===== config.mk =====
export PLATFORM = sky130hd
export DESIGN_NAME = chain_test_ctrl
export DESIGN_NICKNAME = d
export VERILOG_FILES = /design/src/rtl/chain_test_ctrl.sv
export SDC_FILE = /design/constraint.sdc
export NUM_CORES = 1
export LEC_CHECK = 0
export ABC_AREA = 1
export BUFFER_PORTS_ARGS = -buffer_cell sky130_fd_sc_hd__buf_2
export CAP_MARGIN = 10
export CORE_MARGIN = 1
export CORE_UTILIZATION = 55
export CTS_CLUSTER_DIAMETER = 40
export CTS_CLUSTER_SIZE = 14
export DETAILED_ROUTE_END_ITERATION = 7
export PLACE_DENSITY = 0.86
export SLEW_MARGIN = 20
export SYNTH_ARGS = -nofsm -noshare
export SYNTH_HDL_FRONTEND = slang
export SYNTH_SLANG_ARGS = --single-unit
export TNS_END_PERCENT = 10

===== constraint.sdc =====
create_clock -name clk -period 6.9 [get_ports clk]
set_clock_uncertainty 0.05 [all_clocks]
set_input_delay 2.07 -clock clk [delete_from_list [all_inputs] [get_ports clk]]
set_output_delay 2.07 -clock clk [all_outputs]
set_load 0.05 [all_outputs]

===== src/rtl/chain_test_ctrl.sv =====
// chain_test_ctrl: flush/prime/check sequencer for a CHAIN_LEN-stage delay-chain test structure.
// Compares chain output against a regenerated pattern and reports pass, error count and first failing index.
module chain_test_ctrl #(
    parameter int CHAIN_LEN = 8,
    parameter int CNT_W     = 8
) (
    input  logic             clk,
    input  logic             rst_n,
    input  logic             start,
    input  logic             abort,
    input  logic [1:0]       mode,
    input  logic [CNT_W-1:0] num_bits,
    output logic             chain_din,
    input  logic             chain_dout,
    output logic             busy,
    output logic             done,
    output logic             pass,
    output logic [CNT_W-1:0] err_count,
    output logic [CNT_W-1:0] first_err_idx
);
    typedef enum logic [2:0] {IDLE, FLUSH, PRIME, CHECK, DONE} state_t;
    localparam int CW = (CNT_W > $clog2(CHAIN_LEN)) ? CNT_W : $clog2(CHAIN_LEN);
    localparam logic [7:0] SEED = 8'hA5;

    state_t state_q, state_d;
    logic [CW-1:0] cnt_q, cnt_d;
    logic [1:0] mode_q, mode_d;
    logic [CNT_W-1:0] nb_q, nb_d, err_q, err_d, first_q, first_d;
    logic pass_q, pass_d;
    logic [7:0] src_lfsr_q, src_lfsr_d, exp_lfsr_q, exp_lfsr_d;
    logic src_alt_q, src_alt_d, exp_alt_q, exp_alt_d;
    logic last_stage, streaming, go, mismatch, src_bit, exp_bit;

    function automatic logic pat_bit(input logic [1:0] m, input logic b7, input logic a);
        return m == 2'd0 ? 1'b0 : m == 2'd1 ? 1'b1 : m == 2'd2 ? a : b7;
    endfunction

    function automatic logic [7:0] lfsr_step(input logic [7:0] l);
        return {l[6:0], l[7] ^ l[5] ^ l[4] ^ l[3]};
    endfunction

    always_ff @(posedge clk or negedge rst_n) begin
        if (!rst_n) begin
            state_q    <= IDLE;
            cnt_q      <= '0;
            mode_q     <= '0;
            nb_q       <= '0;
            err_q      <= '0;
            first_q    <= '0;
            pass_q     <= 1'b0;
            src_lfsr_q <= SEED;
            exp_lfsr_q <= SEED;
            src_alt_q  <= 1'b1;
            exp_alt_q  <= 1'b1;
        end else begin
            state_q    <= state_d;
            cnt_q      <= cnt_d;
            mode_q     <= mode_d;
            nb_q       <= nb_d;
            err_q      <= err_d;
            first_q    <= first_d;
            pass_q     <= pass_d;
            src_lfsr_q <= src_lfsr_d;
            exp_lfsr_q <= exp_lfsr_d;
            src_alt_q  <= src_alt_d;
            exp_alt_q  <= exp_alt_d;
        end
    end

    assign last_stage = cnt_q == CW'(CHAIN_LEN - 1);

    always_comb begin
        state_d = state_q;
        unique case (state_q)
            IDLE:    state_d = (start && !abort) ? FLUSH : IDLE;
            FLUSH:   state_d = abort ? IDLE : last_stage ? PRIME : FLUSH;
            PRIME:   state_d = abort ? IDLE : !last_stage ? PRIME : (nb_q == '0) ? DONE : CHECK;
            CHECK:   state_d = abort ? IDLE : (cnt_q + 1'b1 == CW'(nb_q)) ? DONE : CHECK;
            DONE:    state_d = IDLE;
            default: state_d = IDLE;
        endcase
    end

    // Source runs through PRIME and CHECK; the expected copy restarts from seed on CHECK entry.
    always_comb begin
        streaming  = state_q == PRIME || state_q == CHECK;
        go         = state_q == IDLE && start && !abort;
        src_bit    = pat_bit(mode_q, src_lfsr_q[7], src_alt_q);
        exp_bit    = pat_bit(mode_q, exp_lfsr_q[7], exp_alt_q);
        mismatch   = state_q == CHECK && !abort && chain_dout != exp_bit;
        cnt_d      = (state_d != state_q || state_q == IDLE) ? '0 : cnt_q + 1'b1;
        mode_d     = go ? mode : mode_q;
        nb_d       = go ? num_bits : nb_q;
        err_d      = go ? '0 : err_q + CNT_W'(mismatch);
        first_d    = go ? '0 : (mismatch && err_q == '0) ? CNT_W'(cnt_q) : first_q;
        pass_d     = (go || (busy && abort)) ? 1'b0 : (state_d == DONE) ? (err_d == '0) : pass_q;
        src_lfsr_d = streaming ? lfsr_step(src_lfsr_q) : SEED;
        src_alt_d  = streaming ? ~src_alt_q : 1'b1;
        exp_lfsr_d = state_q == CHECK ? lfsr_step(exp_lfsr_q) : SEED;
        exp_alt_d  = state_q == CHECK ? ~exp_alt_q : 1'b1;
    end

    always_comb begin
        busy          = state_q == FLUSH || state_q == PRIME || state_q == CHECK;
        done          = state_q == DONE;
        chain_din     = streaming ? src_bit : 1'b0;
        pass          = pass_q;
        err_count     = err_q;
        first_err_idx = first_q;
    end
endmodule

# Word level (Yosys, flattened, before mapping)
# Index checks and enable logic that the tools add are counted.
# word_totals
reg_bits,56
input_bits,15
out_inout_bits,20
elab_cells,78
# op_classes
n_addsub,2
eq_ne,11
n_mux,26
n_bitwise,8
reduce_logical,20
# op_table
op,n
8-bit two-way mux,6
8-bit logical NOT,3
3-bit two-way mux,5
1-bit two-way mux,12
3-bit one-hot mux with 4 select lines,1
8-bit by 1-bit adder with 8-bit output,1
"8-bit by 1-bit adder with 8-bit output, second input constant",1
"8-bit by 3-bit == test with 1-bit output, second input constant",1
8-bit == test,1
1-bit logical AND,7
"3-bit by 2-bit == test with 1-bit output, second input constant",2
"3-bit == test, second input constant",2
1-bit bitwise XOR,6
1-bit logical OR,5
2-bit two-way mux,2
2-bit nonzero test,2
"3-bit by 1-bit == test with 1-bit output, second input constant",1
3-bit logical NOT,1
3-bit != test,1
"2-bit by 1-bit == test with 1-bit output, second input constant",1
"2-bit == test, second input constant",1
2-bit logical NOT,1
1-bit NOT,2
1-bit logical NOT,1
1-bit != test,1

# Longest topological paths before layout
# Gate-level depths: netlist of run 1.
# depth
word_depth,11
mapped_depth,19
ltp_nobuf,19

# Worst setup path before layout of run 1
# Ideal clock, no wire load.
# synth_timing
path_kind,input to register
startpoint,input abort
endpoint,"register pass_q, in the netlist pass"
setup_time_ns,0.077
arrival_time_ns,3.574
required_ns,6.773
slack_ns,3.198
stages,13
n_path_buf,0
cell_sequence,nor2_4 -> o21ai_1 -> a21oi_2 -> ha_1 -> ha_1 -> nand3_1 -> nor2_1 -> inv_1 -> o21ai_0 -> a21oi_1 -> nor3_1 -> nand2_1 -> a21oi_1
# synth_via
elab_chain_len,8
elab_cells_between_ends,19
classes_between,add/sub: 1; eq/ne: 1; mux: 8; reduce/logical: 9
# synth_lines
item,line_no,source
"start, declared",10,"input logic abort,"
1-bit logical NOT (*),"87, 90",
1-bit logical AND (2 in a row),90,mismatch = state_q == CHECK && !abort && chain_dout != exp_bit;
8-bit by 1-bit adder with 8-bit output,94,err_d = go ? '0 : err_q + CNT_W'(mismatch);
8-bit two-way mux (*),94,
via err_d[6],28,"logic [CNT_W-1:0] nb_q, nb_d, err_q, err_d, first_q, first_d;"
8-bit logical NOT (*),96,pass_d = (go || (busy && abort)) ? 1'b0 : (state_d == DONE) ? (err_d == '0) : pass_q;
1-bit two-way mux (*) (2 in a row),96,
"end signal, assigned",62,pass_q <= pass_d;
"end, declared",29,"logic pass_q, pass_d;"
# Mark *: on every way through the listed nets, which the timed path passes. The rest lies on a longest branch. The select of a mux whose other input is x is not followed.
# A chain may end at the register's enable or synchronous reset.

# Worst setup path after layout of run 1
# Same ends and word-level chain as after synthesis.

==> results of run 1 <==
==> state kept, by name (all words and copies together), names as in the netlist <==
register / count
pass: 1
exp_alt_q: 1
src_alt_q: 1
cnt_q: 8
mode_q: 2
state_q: 3
err_count: 8
exp_lfsr_q: 8
src_lfsr_q: 8
first_err_idx: 8
nb_q: 8
==> metrics by stage <==
step	worst slack, ns	std cells	total power [W]
5_1_grt	2.595	447	0.0007109
3_3_place_gp	2.716	439	0.0004603
2_1_floorplan	3.198	339	0.0004336
3_5_place_dp	2.601	439	0.0004636
4_1_cts	2.931	447	0.0006889
6_report	2.925	447	0.0006842
==> logic make-up after synthesis <==
family,count (synthesis)
buffers and inverters,55
AND/OR/NAND/NOR,184
AO/OA/AOI/OAI,34
adder cells (fa/ha/maj),3
XOR/XNOR,7
flip-flops,56
==> layout by cell type (no fill, tap or decap), drive strengths merged <==
cell	synthesis	final
xor2	2	2
nor2	36	36
nand3	40	40
o21ai	24	24
or2	8	8
dfstp	10	10
nand2	78	78
a31oi	1	1
nor4	3	3
dfrtp	46	46
o21bai	1	1
ha	3	3
nor3	15	15
clkinv	1	2
nand4	2	2
inv	49	49
a21oi	8	8
xnor2	5	5
nand3b	2	2
buf	4	35
bufinv	0	1
clkbuf	1	6
==> critical path: stages <==
cell and delay [ns]:
buf_2 0.13, inv_1 0.07, nand4_1 0.66, clkinv_1 0.66, a21oi_1 0.33, nor3_1 0.09
nand2_1 0.06, a21oi_1 0.06
==> worst paths after layout <==
path                                    startpoint                      endpoint  slack (ns)  cells after the start
max                                          abort              pass$_DFFE_PN0P_        2.93                      8
min                        src_lfsr_q[1]$_DFF_PN0_       src_lfsr_q[2]$_DFF_PN1_        0.39                      1
max reg2reg                   state_q[1]$_DFF_PN0_              pass$_DFFE_PN0P_        4.10                     18
min reg2reg                src_lfsr_q[1]$_DFF_PN0_       src_lfsr_q[2]$_DFF_PN1_        0.39                      1
max in group asynchronous                    rst_n            cnt_q[0]$_DFF_PN0_        4.53                      2
min in group asynchronous                    rst_n  first_err_idx[1]$_DFFE_PN0P_        1.80                      2
==> per-layer routing <==
metal,routed length (um),vias up,part of all wire [%],track usage (%)
met3,307,22,5.3,4.607
met2,2760,95,48,35.34
met4,155,0,2.7,9.644
met5,0,-,0,0
met1,2584,1080,44,30.79
li1,-,1158,-,-
==> power groups by stage <==
stage / combinational [W] / clock [W] / sequential (W)
2_1_floorplan: 0.0000664 / 0 / 0.000367
3_3_place_gp: 0.0000967 / 0 / 0.000364
3_5_place_dp: 0.0000992 / 0 / 0.000364
4_1_cts: 0.000100 / 0.000230 / 0.000358
5_1_grt: 0.000113 / 0.000237 / 0.000360
6_report: 0.000100 / 0.000225 / 0.000359
==> area by class of cell <==
cell class	count	area, um2
Fill cell	438	1819
Sequential cell	56	1414
Multi-Input combinational cell	228	1267
Inverter	50	187.7
Timing Repair Buffer	35	177.7
Tap cell	70	87.58
Clock buffer	6	82.58
Clock inverter	2	38.79
==> results.cfg, run 1 <==
[detailed_routing]
wl_per_cell_um = 12.99
routed_via_density = 5.268
first_pass_iters = 5
wl_um = 5808
vias = 2355
drc_errors = 0
ant_nets = 0
drtIter0Drc = 245

[placed_design]
hpwl_um = 4227
place_area_mm2 = 0.003134
place_congestion = 0.8645
port-buffer-count = 34

[global_route]
grt_first_pass_wirelength_um = 9556
antenna_found_initial = 0
grt.total_usage_pct = 22.65
grt-ovfl-total = 0
grt_pass1_vias = 2165
grt_max_degree = 57

[logic_synthesis]
synth_area_per_cell_um2 = 8.548
synthXorXnorAreaFrac_pct = 2.116
synth-compound-area-share_pct = 7.383
netlist_area_mm2 = 0.002898
yosys.area.top_type = dfrtp_1
synth_cells = 339
synth_top_area_share_pct = 39.72
synthDistinctLibCells = 35
synthMuxAreaShare_pct = 0
synth_nets = 357
ys_seq_elements = 56
synthAdderAreaFrac_pct = 1.295
ys.flop_type = dfrtp_1
synthTopCellsByArea = dfrtp_1, dfstp_2, nand2_1, nand3_1, inv_1
ys_seq_area_share_pct = 48.79
synth_common_cells = nand2_1, dfrtp_1, inv_1, nand3_1, nor2_1
yosys.area_share.simple_pct = 32.94
synthMostInstantiatedCell = nand2_1
synth-edff-count = 0
async_flop_share_pct = 100.0
synth_top_family_by_area = simple AND/OR/NAND/NOR gates
yosysWarnings = 0

[sta]
finalCriticalPeriod_ns = 3.975
slew_violations = 0
fin_setup_tns_ns = 0
grt_setup_unrepaired = no
holdWs_ns = 0.3900
fmax_mhz = 251.6
min_period_over_period_pct = 57.61
finalSetupViolations = 0
max_slew_margin_pct = 37.72
tightest_slew_ns = 0.9314
hold_viol_final = 0

[power]
ir_worst_vdd_mv = 0.1071
p_int_w = 0.0004946
seqPwrFrac_pct = 52.4
p_per_area_mw_per_mm2 = 210.2
p_leak_nw = 1.636
comb_power_share_pct = 14.6
p_sw_share_pct = 27.70
clkPwrFrac_pct = 32.9
p_switching_w = 0.0001895

[cts]
cts_buffer_depth = 2
cts_tree = built
clkLatencyLatePin_ns = 0.32
cts_root_buf = clkbuf_8
numCtsBuffers = 5
post-cts-setup-buffers = 0
cts_sinks = 56
htreeDepth = 2
ctsHoldBuffers = 0
ctsResizeCount = 0
clk_pin_slew_ns = 0.09

[floorplanning]
core_area_mm2 = 0.005075
ioPinCount = 35
dieHeight_um = 74.59
initial_core_util_pct = 57.10
die_w_um = 74.59
placementRows = 26
die_area_mm2 = 0.005563

[worst_setup_path]
path_max_fanout = 21
endpoint_kind = register
critPathArrivalTime_ns = 4.13
crit_required_ns = 7.05
startpoint_type = input pin
crit_type = in -> reg

[cells_and_area]
finalNetCount = 394
syn_to_final_growth_pct = 12.35
drive_gt1_share_pct = 28.12
antenna_cells = 0
fin_util_pct = 64.15
fin_area_mm2 = 0.003256

[run]
cap_violations = 0

[min_path]
hold_class = reg -> reg

[run_status]
status = finished, final reports clean
No activity file was read; power rests on OpenSTA's default activity.
==> inputs of run 2 (changes only) <==
Settings changed: ABC_AREA 1 to 0.
Clock period 6.9 ns to 3.9 ns, I/O delays scaled along.
==> run 2 against run 1 <==
Register-to-register slack worse by 3.2 ns. First-iteration DRC count decreased by 57%. Via count shrank 9.2%. Power increased by 62%. Flip-flop and latch count is the same. Sequential power up 79%. Combinational power grew 42%. Critical path type unchanged. Critical endpoint unchanged. Largest cell class unchanged. Largest power group unchanged.
==> results.cfg, run 2 <==
[floorplanning]
die_area_mm2 = 0.005402
ioPinCount = 35
dieHeight_um = 73.50
core_area_mm2 = 0.004817
initial_core_util_pct = 58.36
placementRows = 25
die_w_um = 73.50

[logic_synthesis]
synthMostInstantiatedCell = nand2_1
ys.flop_type = dfrtp_1
synthTopCellsByArea = dfrtp_1, dfstp_2, nand2_1, xnor2_1, mux2i_1
ys_seq_area_share_pct = 50.29
synth_cells = 285
netlist_area_mm2 = 0.002811
synthDistinctLibCells = 51
yosys.area.top_type = dfrtp_1
async_flop_share_pct = 100.0
ys_seq_elements = 56
yosysWarnings = 0
synth_nets = 303
synth_common_cells = nand2_1, dfrtp_1, nor2_1, xnor2_1, nand3_1
synth_area_per_cell_um2 = 9.865
synth-edff-count = 0
synth_top_area_share_pct = 40.94

[placed_design]
hpwl_um = 4070
place_area_mm2 = 0.003052
place_ws_ns = 0.5865
place_congestion = 0.8716
port-buffer-count = 34

[cts]
cts_root_buf = clkbuf_8
cts_sinks = 56
ctsHoldBuffers = 0
clk_pin_slew_ns = 0.11
post-cts-setup-buffers = 0
clkLatencyLatePin_ns = 0.32
ctsResizeCount = 0
cts_tree = built
cts_buffer_depth = 2
htreeDepth = 2
numCtsBuffers = 5

[sta]
max_slew_margin_pct = 50.39
slew_violations = 0
tightest_slew_ns = 0.7441
finalSetupViolations = 0
layout_setup_ws_ns = 0.8807
fmax_mhz = 331.2
min_period_over_period_pct = 77.42
finalCriticalPeriod_ns = 3.019
fin_setup_tns_ns = 0
grt_setup_unrepaired = no
hold_viol_final = 0

[cells_and_area]
syn_to_final_growth_pct = 11.88
fin_util_pct = 65.30
drive_gt1_share_pct = 21.18
fin_area_mm2 = 0.003146
finalNetCount = 338
regArea_mm2 = 0.001414
antenna_cells = 0
layout_commonest_cell = nand2_1
final_cell_mix = nand2_1, dfrtp_1, buf_2
multi_input_area_mm2 = 0.001313
nFillCells = 410

[detailed_routing]
routed_via_density = 5.513
drtIter0Drc = 105
ant_nets = 0
drc_errors = 0
first_pass_iters = 4
wl_um = 5575
vias = 2139
wl_per_cell_um = 14.37

[worst_setup_path]
startpoint_type = input pin
slowest_delay_ns = 0.28
crit_required_ns = 4.10
crit_slowest_cell = nor3_1
path_max_fanout = 4
critPathArrivalTime_ns = 3.22
crit_chain = buf_2 > xor2_1 > nor3_1 > ha_1 > ha_1 > nand3_1 > nor2_1 > mux2i_1 > a31o_2 > nand4_1 > mux2i_1
endpoint_kind = register
r2r_slack_ns = 0.90
crit_type = in -> reg

[global_route]
grt-ovfl-total = 0
antenna_found_initial = 0
grt_pass1_vias = 2071
grt_first_pass_wirelength_um = 9749
grt.total_usage_pct = 23.96
grt_max_degree = 35

[run_status]
status = finished, final reports clean

[power]
p_per_area_mw_per_mm2 = 352.5
ir_worst_vdd_mv = 0.1678
total_power_w = 0.001109
p_leak_nw = 1.518

[run]
cap_violations = 0

[min_path]
hold_class = reg -> reg
[run 2: cell count changes in the layout (fill, tap and decap cells not counted), moves of 9 or more]
cell,previous run,this run
inv_1,42,10
mux2i_1,0,11
nand2_1,70,52
nand3_1,34,13
o21ai_0,15,6
xnor2_1,5,15
xor2_1,2,11
[run 2: logic make-up after synthesis]
kind of cell / after synthesis / synth area share, %
buf+inv: 21 / 3.027
compound gates: 36 / 9.792
flops: 56 / 50.29
mux: 11 / 3.916
fa+ha+maj: 3 / 1.335
xor+xnor: 27 / 8.901
simple gates: 131 / 22.74
[run 2: cell type report]
| cell class | count | area share, % |
|---|---|---|
| Timing Repair Buffer | 38 | 6.364 |
| Multi-Input combinational cell | 208 | 41.73 |
| Sequential cell | 56 | 44.95 |
| Inverter | 11 | 1.313 |
| Tap cell | 67 | 2.665 |
| Clock buffer | 5 | 2.188 |
| Clock inverter | 3 | 0.7955 |
[run 2: critical path: cells and delay by family]
family          cells  cell delay (ns)
simple gates        4             0.75
fa+ha+maj           2             0.54
mux                 2             0.35
compound gates      1             0.17
xor+xnor            1             0.15
buf+inv             1             0.10
[run 2: layer usage]
metal | share of wire (%) | GRT usage [%]
met4 | 1.7 | 8.333
met1 | 46 | 32.39
met2 | 47 | 38.84
met5 | 0 | 0
met3 | 5.3 | 4.527
[run 2: where the power goes]
| group | internal, W | total, W | switching, W |
|---|---|---|---|
| clock | 0.000131 | 0.000326 | 0.000195 |
| combinational | 0.0000582 | 0.000142 | 0.0000839 |
| sequential | 0.000606 | 0.000641 | 0.0000345 |
| total | 0.000796 | 0.00111 | 0.000313 |
[run 2: worst paths after layout]
kind / from / end / cells past startpoint
max reg2reg: state_q[2]$_DFF_PN0_ / pass$_DFFE_PN0P_ / 12
max in group asynchronous: rst_n / src_lfsr_q[0]$_DFF_PN1_ / 2
min in group asynchronous: rst_n / err_count[3]$_DFF_PN0_ / 1
max: chain_dout / pass$_DFFE_PN0P_ / 11
min reg2reg: src_lfsr_q[6]$_DFF_PN0_ / src_lfsr_q[7]$_DFF_PN1_ / 1
min: src_lfsr_q[6]$_DFF_PN0_ / src_lfsr_q[7]$_DFF_PN1_ / 1
[run 2: per-stage QoR]
step,hold WS (ns),cells
after floorplan,0.3601,285
after CTS,0.4028,388
after global routing,0.4277,388
after global placement,0.3668,380
final,0.4002,388
after detailed placement,0.3763,380
==> inputs of run 3 (changes only) <==
Clock period 3.9 ns to 3.05 ns, I/O delays scaled along.
==> run 3 against run 2 <==
Register-to-register slack got worse by 0.55 ns. Combinational power rose by 27%. Sequential power rose by 28%. Flip-flop and latch count did not move. Clock power rose by 28%. Critical path type is now reg -> reg. Largest cell class unchanged.
==> results.cfg, run 3 (synthesized netlist as in run 2, its figures left out) <==
[sta]
hold_viol_final = 0
holdWs_ns = 0.3899
tightest_slew_ns = 0.4057
min_period_over_period_pct = 88.61
grt_setup_unrepaired = no
finalSetupViolations = 0
max_slew_margin_pct = 72.89
fmax_mhz = 370.0
finalCriticalPeriod_ns = 2.703
fin_setup_tns_ns = 0
slew_violations = 0
layout_setup_ws_ns = 0.3473

[floorplanning]
initial_core_util_pct = 58.36
dieHeight_um = 73.50
placementRows = 25
core_area_mm2 = 0.004817
die_area_mm2 = 0.005402
ioPinCount = 35
die_w_um = 73.50

[global_route]
antenna_found_initial = 0
grt-ovfl-total = 0
grt_first_pass_wirelength_um = 9708
grt_pass1_vias = 2027
grt.total_usage_pct = 23.93
grt_max_degree = 29

[worst_setup_path]
crit_chain = nand2b_1 > a22oi_1 > xor2_1 > nor3_1 > ha_1 > ha_1 > nand3_1 > nor2_1 > mux2i_1 > a31o_2 > nand4_1 > mux2i_1
crit_family = simple AND/OR/NAND/NOR gates
startpoint_type = register
crit_slowest_cell = dfstp_2
crit_type = reg -> reg
slowest_delay_ns = 0.56
r2r_end = pass$_DFFE_PN0P_
endpoint_kind = register
crit_required_ns = 3.24
rr_worst_depth = 12
critPathArrivalTime_ns = 2.90
crit_buf_inv = 0
r2r_slack_ns = 0.35
path_max_fanout = 3
cp-startpoint = exp_lfsr_q[7]$_DFF_PN1_
reg2reg_from = exp_lfsr_q[7]$_DFF_PN1_

[cells_and_area]
layout_commonest_cell = nand2_1
antenna_cells = 0
multi_input_area_mm2 = 0.001313
fin_util_pct = 65.79
nFillCells = 395
syn_to_final_growth_pct = 12.73
final_cell_mix = nand2_1, dfrtp_1, buf_2
regArea_mm2 = 0.001414
finalNetCount = 341
drive_gt1_share_pct = 21.91

[cts]
htreeDepth = 2
cts_buffer_depth = 2
cts_root_buf = clkbuf_8
post-cts-setup-buffers = 0
ctsHoldBuffers = 0
clk_pin_slew_ns = 0.11
clkLatencyLatePin_ns = 0.31
ctsResizeCount = 0
cts_sinks = 56
numCtsBuffers = 5
cts_tree = built

[detailed_routing]
wl_um = 5440
ant_nets = 0
drc_errors = 0
first_pass_iters = 4
vias = 2141
drtIter0Drc = 138
routed_via_density = 5.476
wl_per_cell_um = 13.91

[min_path]
whs_endpoint = exp_lfsr_q[7]$_DFF_PN1_
hold_start = exp_lfsr_q[6]$_DFF_PN0_
min_path_cells = 1
hold_class = reg -> reg

[placed_design]
place_ws_ns = 0.002051
hpwl_um = 4061
port-buffer-count = 34
place_congestion = 0.8665

[power]
ir_worst_vdd_mv = 0.2664
p_leak_nw = 1.540
total_power_w = 0.001419
p_per_area_mw_per_mm2 = 447.8

[run_status]
status = finished, final reports clean

[run]
cap_violations = 0
-- run 3: changes by cell type in the layout (fill, tap and decap cells not counted) --
cell | before | now
clkinvlp_4 | 1 | 0
buf_4 | 4 | 7
inv_8 | 0 | 1
inv_6 | 2 | 0
a21boi_1 | 0 | 1
inv_4 | 0 | 1
a21boi_0 | 1 | 0
clkinv_4 | 0 | 1
-- run 3: area by class of cell --
cell class	count	area share (%)
Sequential cell	56	44.61
Timing Repair Buffer	41	7.027
Tap cell	67	2.645
Inverter	11	1.303
Clock buffer	5	2.171
Multi-Input combinational cell	208	41.41
Clock inverter	3	0.8291
-- run 3: routing by layer --
layer | wire, um | GRT usage, % | vias up
met5 | 0 | 0 | -
met4 | 63 | 6.410 | 0
met1 | 2641 | 34.03 | 1033
met2 | 2552 | 38.12 | 48
li1 | - | - | 1053
met3 | 183 | 4.115 | 7
-- run 3: report_power, final --
group          internal, W  total [W]  switching, W  leakage, nW
Sequential        0.000775   0.000820     0.0000448        0.730
Combinational    0.0000756   0.000181      0.000106        0.760
Clock             0.000170   0.000418      0.000248       0.0506
-- run 3: worst max path at each step --
stage	endpoint	slack, ns	depth (start not counted)
global placement	pass$_DFFE_PN0P_	0.17	11
floorplan	chain_din	0.31	3
global route	pass$_DFFE_PN0P_	0.1	11
finish	pass$_DFFE_PN0P_	0.35	12
detailed placement	pass$_DFFE_PN0P_	0.002	11
CTS	pass$_DFFE_PN0P_	0.32	12
-- run 3: metrics by stage --
stage          cells  cell area, um2
2_1_floorplan    285            2811
3_3_place_gp     383            3074
3_5_place_dp     383            3074
4_1_cts          391            3169
5_1_grt          391            3169
6_report         391            3169
